### config.mk
export PLATFORM = sky130hd
export DESIGN_NAME = led_cmd_sequencer
export DESIGN_NICKNAME = d
export VERILOG_FILES = /design/src/rtl/led_ctrl_pkg.sv /design/src/rtl/pattern_gen.sv /design/src/rtl/led_cmd_sequencer.sv
export SDC_FILE = /design/constraint.sdc
export NUM_CORES = 1
export LEC_CHECK = 0
export ABC_AREA = 1
export CAP_MARGIN = 25
export CORE_MARGIN = 4
export CORE_UTILIZATION = 60
export DETAILED_ROUTE_END_ITERATION = 16
export PLACE_DENSITY = 0.85
export SYNTH_ARGS = -nofsm -noshare
export SYNTH_HDL_FRONTEND = slang
export SYNTH_SLANG_ARGS = --single-unit
### constraint.sdc
create_clock -name CLK -period 4.4 [get_ports CLK]
set_clock_uncertainty 0.05 [all_clocks]
set_input_delay 0.88 -clock CLK [delete_from_list [all_inputs] [get_ports CLK]]
set_output_delay 0.88 -clock CLK [all_outputs]
set_load 0.05 [all_outputs]
### src/rtl/led_ctrl_pkg.sv
// ----------------------------------------------------------------------------
// led_ctrl_pkg
// Shared constants and types for the LED command sequencer slice.
//   - Frame geometry: CMD_W-bit frame = {instr[STATE_W-1:0], addr[ADDR_W-1:0]}
//   - Broadcast address that writes every LED at once
//   - Sequencer FSM state encoding
//   - Instruction codes; the sequencer stores them raw, and the per-LED
//     output stage interprets them
// ----------------------------------------------------------------------------
package led_ctrl_pkg;

    localparam int STATE_W  = 3;
    localparam int ADDR_W   = 5;
    localparam int NUM_LEDS = 23;
    localparam int CMD_W    = 8;

    localparam logic [ADDR_W-1:0] BCAST_ADDR = 5'd31;

    // Bit counter saturates here so over-long frames stay distinguishable
    // from exact 8-bit frames without the counter wrapping.
    localparam logic [3:0] BIT_CNT_SAT = 4'd9;

    typedef enum logic [1:0] {
        IDLE   = 2'd0,
        SHIFT  = 2'd1,
        COMMIT = 2'd2
    } seq_state_e;

    localparam logic [STATE_W-1:0] INSTR_OFF  = 3'd0;
    localparam logic [STATE_W-1:0] INSTR_ON   = 3'd1;
    localparam logic [STATE_W-1:0] INSTR_SLOW = 3'd2;
    localparam logic [STATE_W-1:0] INSTR_FAST = 3'd3;

endpackage

### src/rtl/pattern_gen.sv
// ----------------------------------------------------------------------------
// pattern_gen
// Free-running square-wave generator. The counter runs 0..DIV-1; on reaching
// DIV-1 it wraps to 0 and the output toggles, giving a half-period of DIV
// clock cycles.
// Ports:
//   clk   - system clock
//   rst_n - asynchronous active-low reset (counter and output cleared)
//   pat   - square wave output
// ----------------------------------------------------------------------------
module pattern_gen #(
    parameter int DIV = 2
) (
    input  logic clk,
    input  logic rst_n,
    output logic pat
);

    localparam int CNT_W = (DIV > 2) ? $clog2(DIV) : 1;
    localparam logic [CNT_W-1:0] CNT_LAST = CNT_W'(DIV - 1);

    logic [CNT_W-1:0] cnt_q, cnt_d;
    logic             pat_q, pat_d;

    always_comb begin
        cnt_d = cnt_q + 1'b1;
        pat_d = pat_q;
        if (cnt_q == CNT_LAST) begin
            cnt_d = '0;
            pat_d = ~pat_q;
        end
    end

    always_ff @(posedge clk or negedge rst_n) begin
        if (!rst_n) begin
            cnt_q <= '0;
            pat_q <= 1'b0;
        end else begin
            cnt_q <= cnt_d;
            pat_q <= pat_d;
        end
    end

    assign pat = pat_q;

endmodule

### src/rtl/led_cmd_sequencer.sv
// ----------------------------------------------------------------------------
// led_cmd_sequencer
// Serial command front-end and LED state table. Frames of CMD_W bits arrive
// MSB first on DATA, clocked by SCK and framed by LATCH. On LATCH fall the
// frame is committed: the instruction field is written into the addressed
// LED's state slot (or into every slot for the broadcast address). Also
// produces the slow and fast blink patterns used by the LED output stages.
// Ports:
//   CLK       - system clock, all logic on rising edge
//   RESET     - asynchronous active-low reset
//   SCK       - serial bit clock (asynchronous, synchronised here)
//   DATA      - serial data, sampled on synchronised SCK rise
//   LATCH     - frame enable; high opens a frame, falling edge commits it
//   LED_STATE - packed state table, LED n at [n*STATE_W +: STATE_W]
//   CMD_VALID - 1-cycle pulse when a frame updates the table
//   FRAME_ERR - 1-cycle pulse when a frame did not carry exactly CMD_W bits
//   ADDR_ERR  - 1-cycle pulse when an 8-bit frame names a nonexistent LED
//   PAT_SLOW  - square wave, half-period SLOW_DIV cycles
//   PAT_FAST  - square wave, half-period FAST_DIV cycles
// ----------------------------------------------------------------------------
module led_cmd_sequencer #(
    parameter int NUM_LEDS = led_ctrl_pkg::NUM_LEDS,
    parameter int ADDR_W   = led_ctrl_pkg::ADDR_W,
    parameter int STATE_W  = led_ctrl_pkg::STATE_W,
    parameter int SLOW_DIV = 1000000,
    parameter int FAST_DIV = 250000
) (
    input  logic                        CLK,
    input  logic                        RESET,
    input  logic                        SCK,
    input  logic                        DATA,
    input  logic                        LATCH,
    output logic [NUM_LEDS*STATE_W-1:0] LED_STATE,
    output logic                        CMD_VALID,
    output logic                        FRAME_ERR,
    output logic                        ADDR_ERR,
    output logic                        PAT_SLOW,
    output logic                        PAT_FAST
);

    import led_ctrl_pkg::*;

    localparam int FRAME_W = ADDR_W + STATE_W;

    // Two-flop synchronisers plus a one-cycle delayed copy of SCK and LATCH
    // for edge detection. DATA only needs the synchroniser; it is sampled
    // when the equally delayed SCK shows a rising edge.
    logic sck_meta_q, sck_sync_q, sck_prev_q;
    logic data_meta_q, data_sync_q;
    logic latch_meta_q, latch_sync_q, latch_prev_q;

    always_ff @(posedge CLK or negedge RESET) begin
        if (!RESET) begin
            sck_meta_q   <= 1'b0;
            sck_sync_q   <= 1'b0;
            sck_prev_q   <= 1'b0;
            data_meta_q  <= 1'b0;
            data_sync_q  <= 1'b0;
            latch_meta_q <= 1'b0;
            latch_sync_q <= 1'b0;
            latch_prev_q <= 1'b0;
        end else begin
            sck_meta_q   <= SCK;
            sck_sync_q   <= sck_meta_q;
            sck_prev_q   <= sck_sync_q;
            data_meta_q  <= DATA;
            data_sync_q  <= data_meta_q;
            latch_meta_q <= LATCH;
            latch_sync_q <= latch_meta_q;
            latch_prev_q <= latch_sync_q;
        end
    end

    logic sck_rise, latch_rise, latch_fall;

    assign sck_rise   = sck_sync_q & ~sck_prev_q;
    assign latch_rise = latch_sync_q & ~latch_prev_q;
    assign latch_fall = ~latch_sync_q & latch_prev_q;

    seq_state_e                  state_q, state_d;
    logic [FRAME_W-1:0]          sr_q, sr_d;
    logic [3:0]                  bit_cnt_q, bit_cnt_d;
    logic [NUM_LEDS*STATE_W-1:0] led_state_q, led_state_d;
    logic                        cmd_valid_q, cmd_valid_d;
    logic                        frame_err_q, frame_err_d;
    logic                        addr_err_q, addr_err_d;

    logic [ADDR_W-1:0]  cmd_addr;
    logic [STATE_W-1:0] cmd_instr;
    logic               frame_ok;
    logic               is_bcast;
    logic               addr_in_range;

    assign cmd_addr      = sr_q[ADDR_W-1:0];
    assign cmd_instr     = sr_q[FRAME_W-1 -: STATE_W];
    assign frame_ok      = (bit_cnt_q == 4'(FRAME_W));
    assign is_bcast      = (cmd_addr == ADDR_W'(BCAST_ADDR));
    assign addr_in_range = (int'(cmd_addr) < NUM_LEDS);

    // Sequencer next-state and table update. The commit decision is made
    // while sitting in COMMIT; the table and the status pulses are
    // registered together so the pulse lines up with the visible update.
    // A LATCH fall wins over a coincident SCK rise, so that bit is lost
    // and the commit sees the count as it stood.
    always_comb begin
        state_d     = state_q;
        sr_d        = sr_q;
        bit_cnt_d   = bit_cnt_q;
        led_state_d = led_state_q;
        cmd_valid_d = 1'b0;
        frame_err_d = 1'b0;
        addr_err_d  = 1'b0;

        case (state_q)
            IDLE: begin
                if (latch_rise) begin
                    state_d   = SHIFT;
                    bit_cnt_d = '0;
                end
            end

            SHIFT: begin
                if (latch_fall) begin
                    state_d = COMMIT;
                end else if (sck_rise) begin
                    sr_d = {sr_q[FRAME_W-2:0], data_sync_q};
                    if (bit_cnt_q != BIT_CNT_SAT) begin
                        bit_cnt_d = bit_cnt_q + 4'd1;
                    end
                end
            end

            COMMIT: begin
                if (!frame_ok) begin
                    frame_err_d = 1'b1;
                end else if (is_bcast || addr_in_range) begin
                    cmd_valid_d = 1'b1;
                    for (int i = 0; i < NUM_LEDS; i++) begin
                        if (is_bcast || (int'(cmd_addr) == i)) begin
                            led_state_d[i*STATE_W +: STATE_W] = cmd_instr;
                        end
                    end
                end else begin
                    addr_err_d = 1'b1;
                end

                if (latch_rise) begin
                    state_d   = SHIFT;
                    bit_cnt_d = '0;
                end else begin
                    state_d = IDLE;
                end
            end

            default: begin
                state_d = IDLE;
            end
        endcase
    end

    // Sequencer state, frame capture and the LED state table.
    always_ff @(posedge CLK or negedge RESET) begin
        if (!RESET) begin
            state_q     <= IDLE;
            sr_q        <= '0;
            bit_cnt_q   <= '0;
            led_state_q <= '0;
            cmd_valid_q <= 1'b0;
            frame_err_q <= 1'b0;
            addr_err_q  <= 1'b0;
        end else begin
            state_q     <= state_d;
            sr_q        <= sr_d;
            bit_cnt_q   <= bit_cnt_d;
            led_state_q <= led_state_d;
            cmd_valid_q <= cmd_valid_d;
            frame_err_q <= frame_err_d;
            addr_err_q  <= addr_err_d;
        end
    end

    assign LED_STATE = led_state_q;
    assign CMD_VALID = cmd_valid_q;
    assign FRAME_ERR = frame_err_q;
    assign ADDR_ERR  = addr_err_q;

    pattern_gen #(
        .DIV (SLOW_DIV)
    ) u_pat_slow (
        .clk   (CLK),
        .rst_n (RESET),
        .pat   (PAT_SLOW)
    );

    pattern_gen #(
        .DIV (FAST_DIV)
    ) u_pat_fast (
        .clk   (CLK),
        .rst_n (RESET),
        .pat   (PAT_FAST)
    );

endmodule

==> impl_metrics.toml <==
[cells_and_area]
instances_no_fill = 985
num-nets-final = 846
multiInputGateArea_um2 = 2554
layout-drive-gt1-share = 0.06596
seq_area_um2 = 3353
num_antenna_cells = 0
area_delta_synth_final_pct = 24.15
fill_cells = 764
fin_util = 0.7587

[critical_path]
cpPeakStageDelay_ns = 0.82
cp-start-kind = "flop"
worstSetupEndpoint = "LED_STATE[30]"
path_cells = "clkdlybuf4s50_1"
cp_top_family = "buffers and inverters"
path_buf_inv = 1
crit_path_top_delay_cell = "clkdlybuf4s50_1"
crit_fanout = 2
worst-r2r-setup-slack_ns = 2.05
startpoint = "LED_STATE[30]$_DFFE_PN0P_"
r2r_end = "LED_STATE[19]$_DFFE_PN0P_"
cp.depth = 1
rr_startpoint = "bit_cnt_q[0]$_DFFE_PN0P_"
required_ns = 3.47
worstSetupPathType = "flop to output port"
critical_path_arrival_ns = 1.73
r2r_cells = 8
cp-end-kind = "output port"

[drt]
wl_um = 14710
viasPerCell = 5.484
met2_length_um = 7312
drt_iter0_drc = 438
met1_length_um = 6344
vias = 5402
wl_per_cell_um = 14.94
drc = 0
ant_nets = 0
wl_met3_um = 854
routed.top_layer = "met4"
firstDrtPassIters = 5

[yosys]
ys_seq_elements = 134
synth-edff-count = 0
ys_seq_area_frac = 0.5363
synth.distinct_cells = 27
syn-num-nets = 772
synthesis.area_um2 = 6252
synth_ff_type = "dfrtp_1"
avgSynthCellArea_um2 = 8.205
async_flop_share = 1.000
syn_inst = 762
yosysWarnings = 0

[clock_network]
ctsHoldBuffers = 0
numCtsBuffers = 17
clkSlewWorstSetupHoldPaths_ns = 0.06
cts-root-buf = "clkbuf_8"
cts_buffer_depth = 2
cts_tree = "done"
clock_sinks = 134
cts_setup_buffers = 0
clk_latency_ns = 0.53
cts_max_level = 4
cts_resized = 0

[sta]
fin_crit_sh = 0.6052
worst_slack_ns = 1.737
slew_viol_final = 0
tightest_slew_ns = 0.9741
fin_crit_ns = 2.663
max_clock_freq_ghz = 0.3756
hold_viol_final = 0
relSlewSlack = 0.3506
rsz0062_at_grt = "no"
tns_ns = 0
setup_viol = 0

[floorplan]
num_rows = 37
start_util = 0.6111
core_area_um2 = 10230
fp.dieH_um = 110.1
pin_count = 79
die_w_um = 110.1
die_area_um2 = 12120

[placed_design]
hpwl_um = 10110
portBuffers = 78
place_worst_setup_slack_ns = 2.095
dpl.cell_count = 952
gp_congestion = 0.9333

[power_and_ir_drop]
ir_drop_uv = 328.5
totalPowerFinal_mw = 3.094
powerDensity_nw_per_um2 = 398.5
leakagePower_nw = 3.832

[flow_run]
drv_cap = 0

[global_routing]
grt_usage = 0.2616
grt_max_degree = 78
gr-total-overflow = 0
grt_pass1_wl_um = 24430
grt_pass1_vias = 5094
antenna_found_initial = 0

[run_status]
status = "finished, final reports clean"

[worst_hold_path]
hold_class = "input port to async pin"
==> registers in the layout (all words and copies together) (netlist names), 2 cells and up <==
name              count
u_pat_fast.cnt_q     18
bit_cnt_q             4
state_q               2
sr_q                  8
LED_STATE            69
u_pat_slow.cnt_q     20
==> per-layer routing <==
metal  vias to the layer above  GRT usage
li1                       2614          -
met1                      2571     0.3519
met2                       197     0.4307
met3                        20    0.05242
met4                         0    0.07925
met5                         -          0
==> cell families (layout without fill, tap and decap cells) <==
kind of cell / Yosys count / in the layout / share of synthesized area
compound gates: 44 / 44 / 0.04103
simple gates: 470 / 470 / 0.3246
buf+inv: 87 / 174 / 0.05723
flops: 134 / 134 / 0.5363
xor+xnor: 22 / 22 / 0.03082
fa+ha+maj: 5 / 5 / 0.01001
==> metrics by stage <==
step / hold slack, ns / cell area [µm²]
2_1_floorplan: 0.2812 / 6252
3_3_place_gp: 0.2846 / 7116
3_5_place_dp: 0.2903 / 7116
4_1_cts: 0.3040 / 7735
5_1_grt: 0.2257 / 7762
6_report: 0.2166 / 7762
==> where the power goes <==
group | internal (mW) | total (mW) | switching [mW]
combinational | 0.0692 | 0.283 | 0.214
sequential | 1.27 | 1.35 | 0.0780
clock | 0.925 | 1.46 | 0.540
==> cell type report <==
class | instances | share of cell area
inverters | 60 | 0.02901
well taps | 136 | 0.02192
repair buffers | 82 | 0.1083
flip-flops and latches | 134 | 0.4320
clock inverters | 14 | 0.02595
multi-input cells | 541 | 0.3290
clock buffers | 18 | 0.05384
==> cells in the mapped netlist (4+ instances only) <==
| cell type | number | area [µm²] |
|---|---|---|
| a21oi_1 | 4 | 20.02 |
| buf_2 | 7 | 35.03 |
| clkbuf_1 | 16 | 60.06 |
| dfrtp_1 | 134 | 3353 |
| ha_1 | 5 | 62.56 |
| inv_1 | 58 | 217.7 |
| nand2_1 | 251 | 942.2 |
| nand3_1 | 47 | 235.2 |
| nand4_1 | 61 | 381.6 |
| nor2_1 | 92 | 345.3 |
| nor3_1 | 6 | 30.03 |
| o21ai_0 | 25 | 125.1 |
| o21ai_1 | 5 | 25.02 |
| o21ai_2 | 9 | 78.83 |
| xnor2_1 | 4 | 35.03 |
| xor2_1 | 18 | 157.7 |
==> placed cells by master, fill, tap and decap left out, types with 6 or more instances in the layout <==
| cell type | instances |
|---|---|
| clkbuf_16 | 16 |
| xor2_1 | 18 |
| dfrtp_1 | 134 |
| inv_1 | 58 |
| nor3_1 | 6 |
| nand3_1 | 47 |
| nor2_1 | 92 |
| nand2_1 | 251 |
| o21ai_0 | 25 |
| clkdlybuf4s50_1 | 77 |
| o21ai_2 | 8 |
| nand4_1 | 61 |
==> worst min-delay path by stage <==
stage,startpoint,slack [ns],to
5_1_grt,RESET,0.23,LED_STATE[57]$_DFFE_PN0P_
2_1_floorplan,data_meta_q$_DFF_PN0_,0.28,data_sync_q$_DFF_PN0_
3_3_place_gp,sck_meta_q$_DFF_PN0_,0.28,sck_sync_q$_DFF_PN0_
3_5_place_dp,latch_meta_q$_DFF_PN0_,0.29,latch_sync_q$_DFF_PN0_
4_1_cts,latch_meta_q$_DFF_PN0_,0.30,latch_sync_q$_DFF_PN0_
6_report,RESET,0.22,LED_STATE[55]$_DFFE_PN0P_
Power figures use the tool's default switching activity.
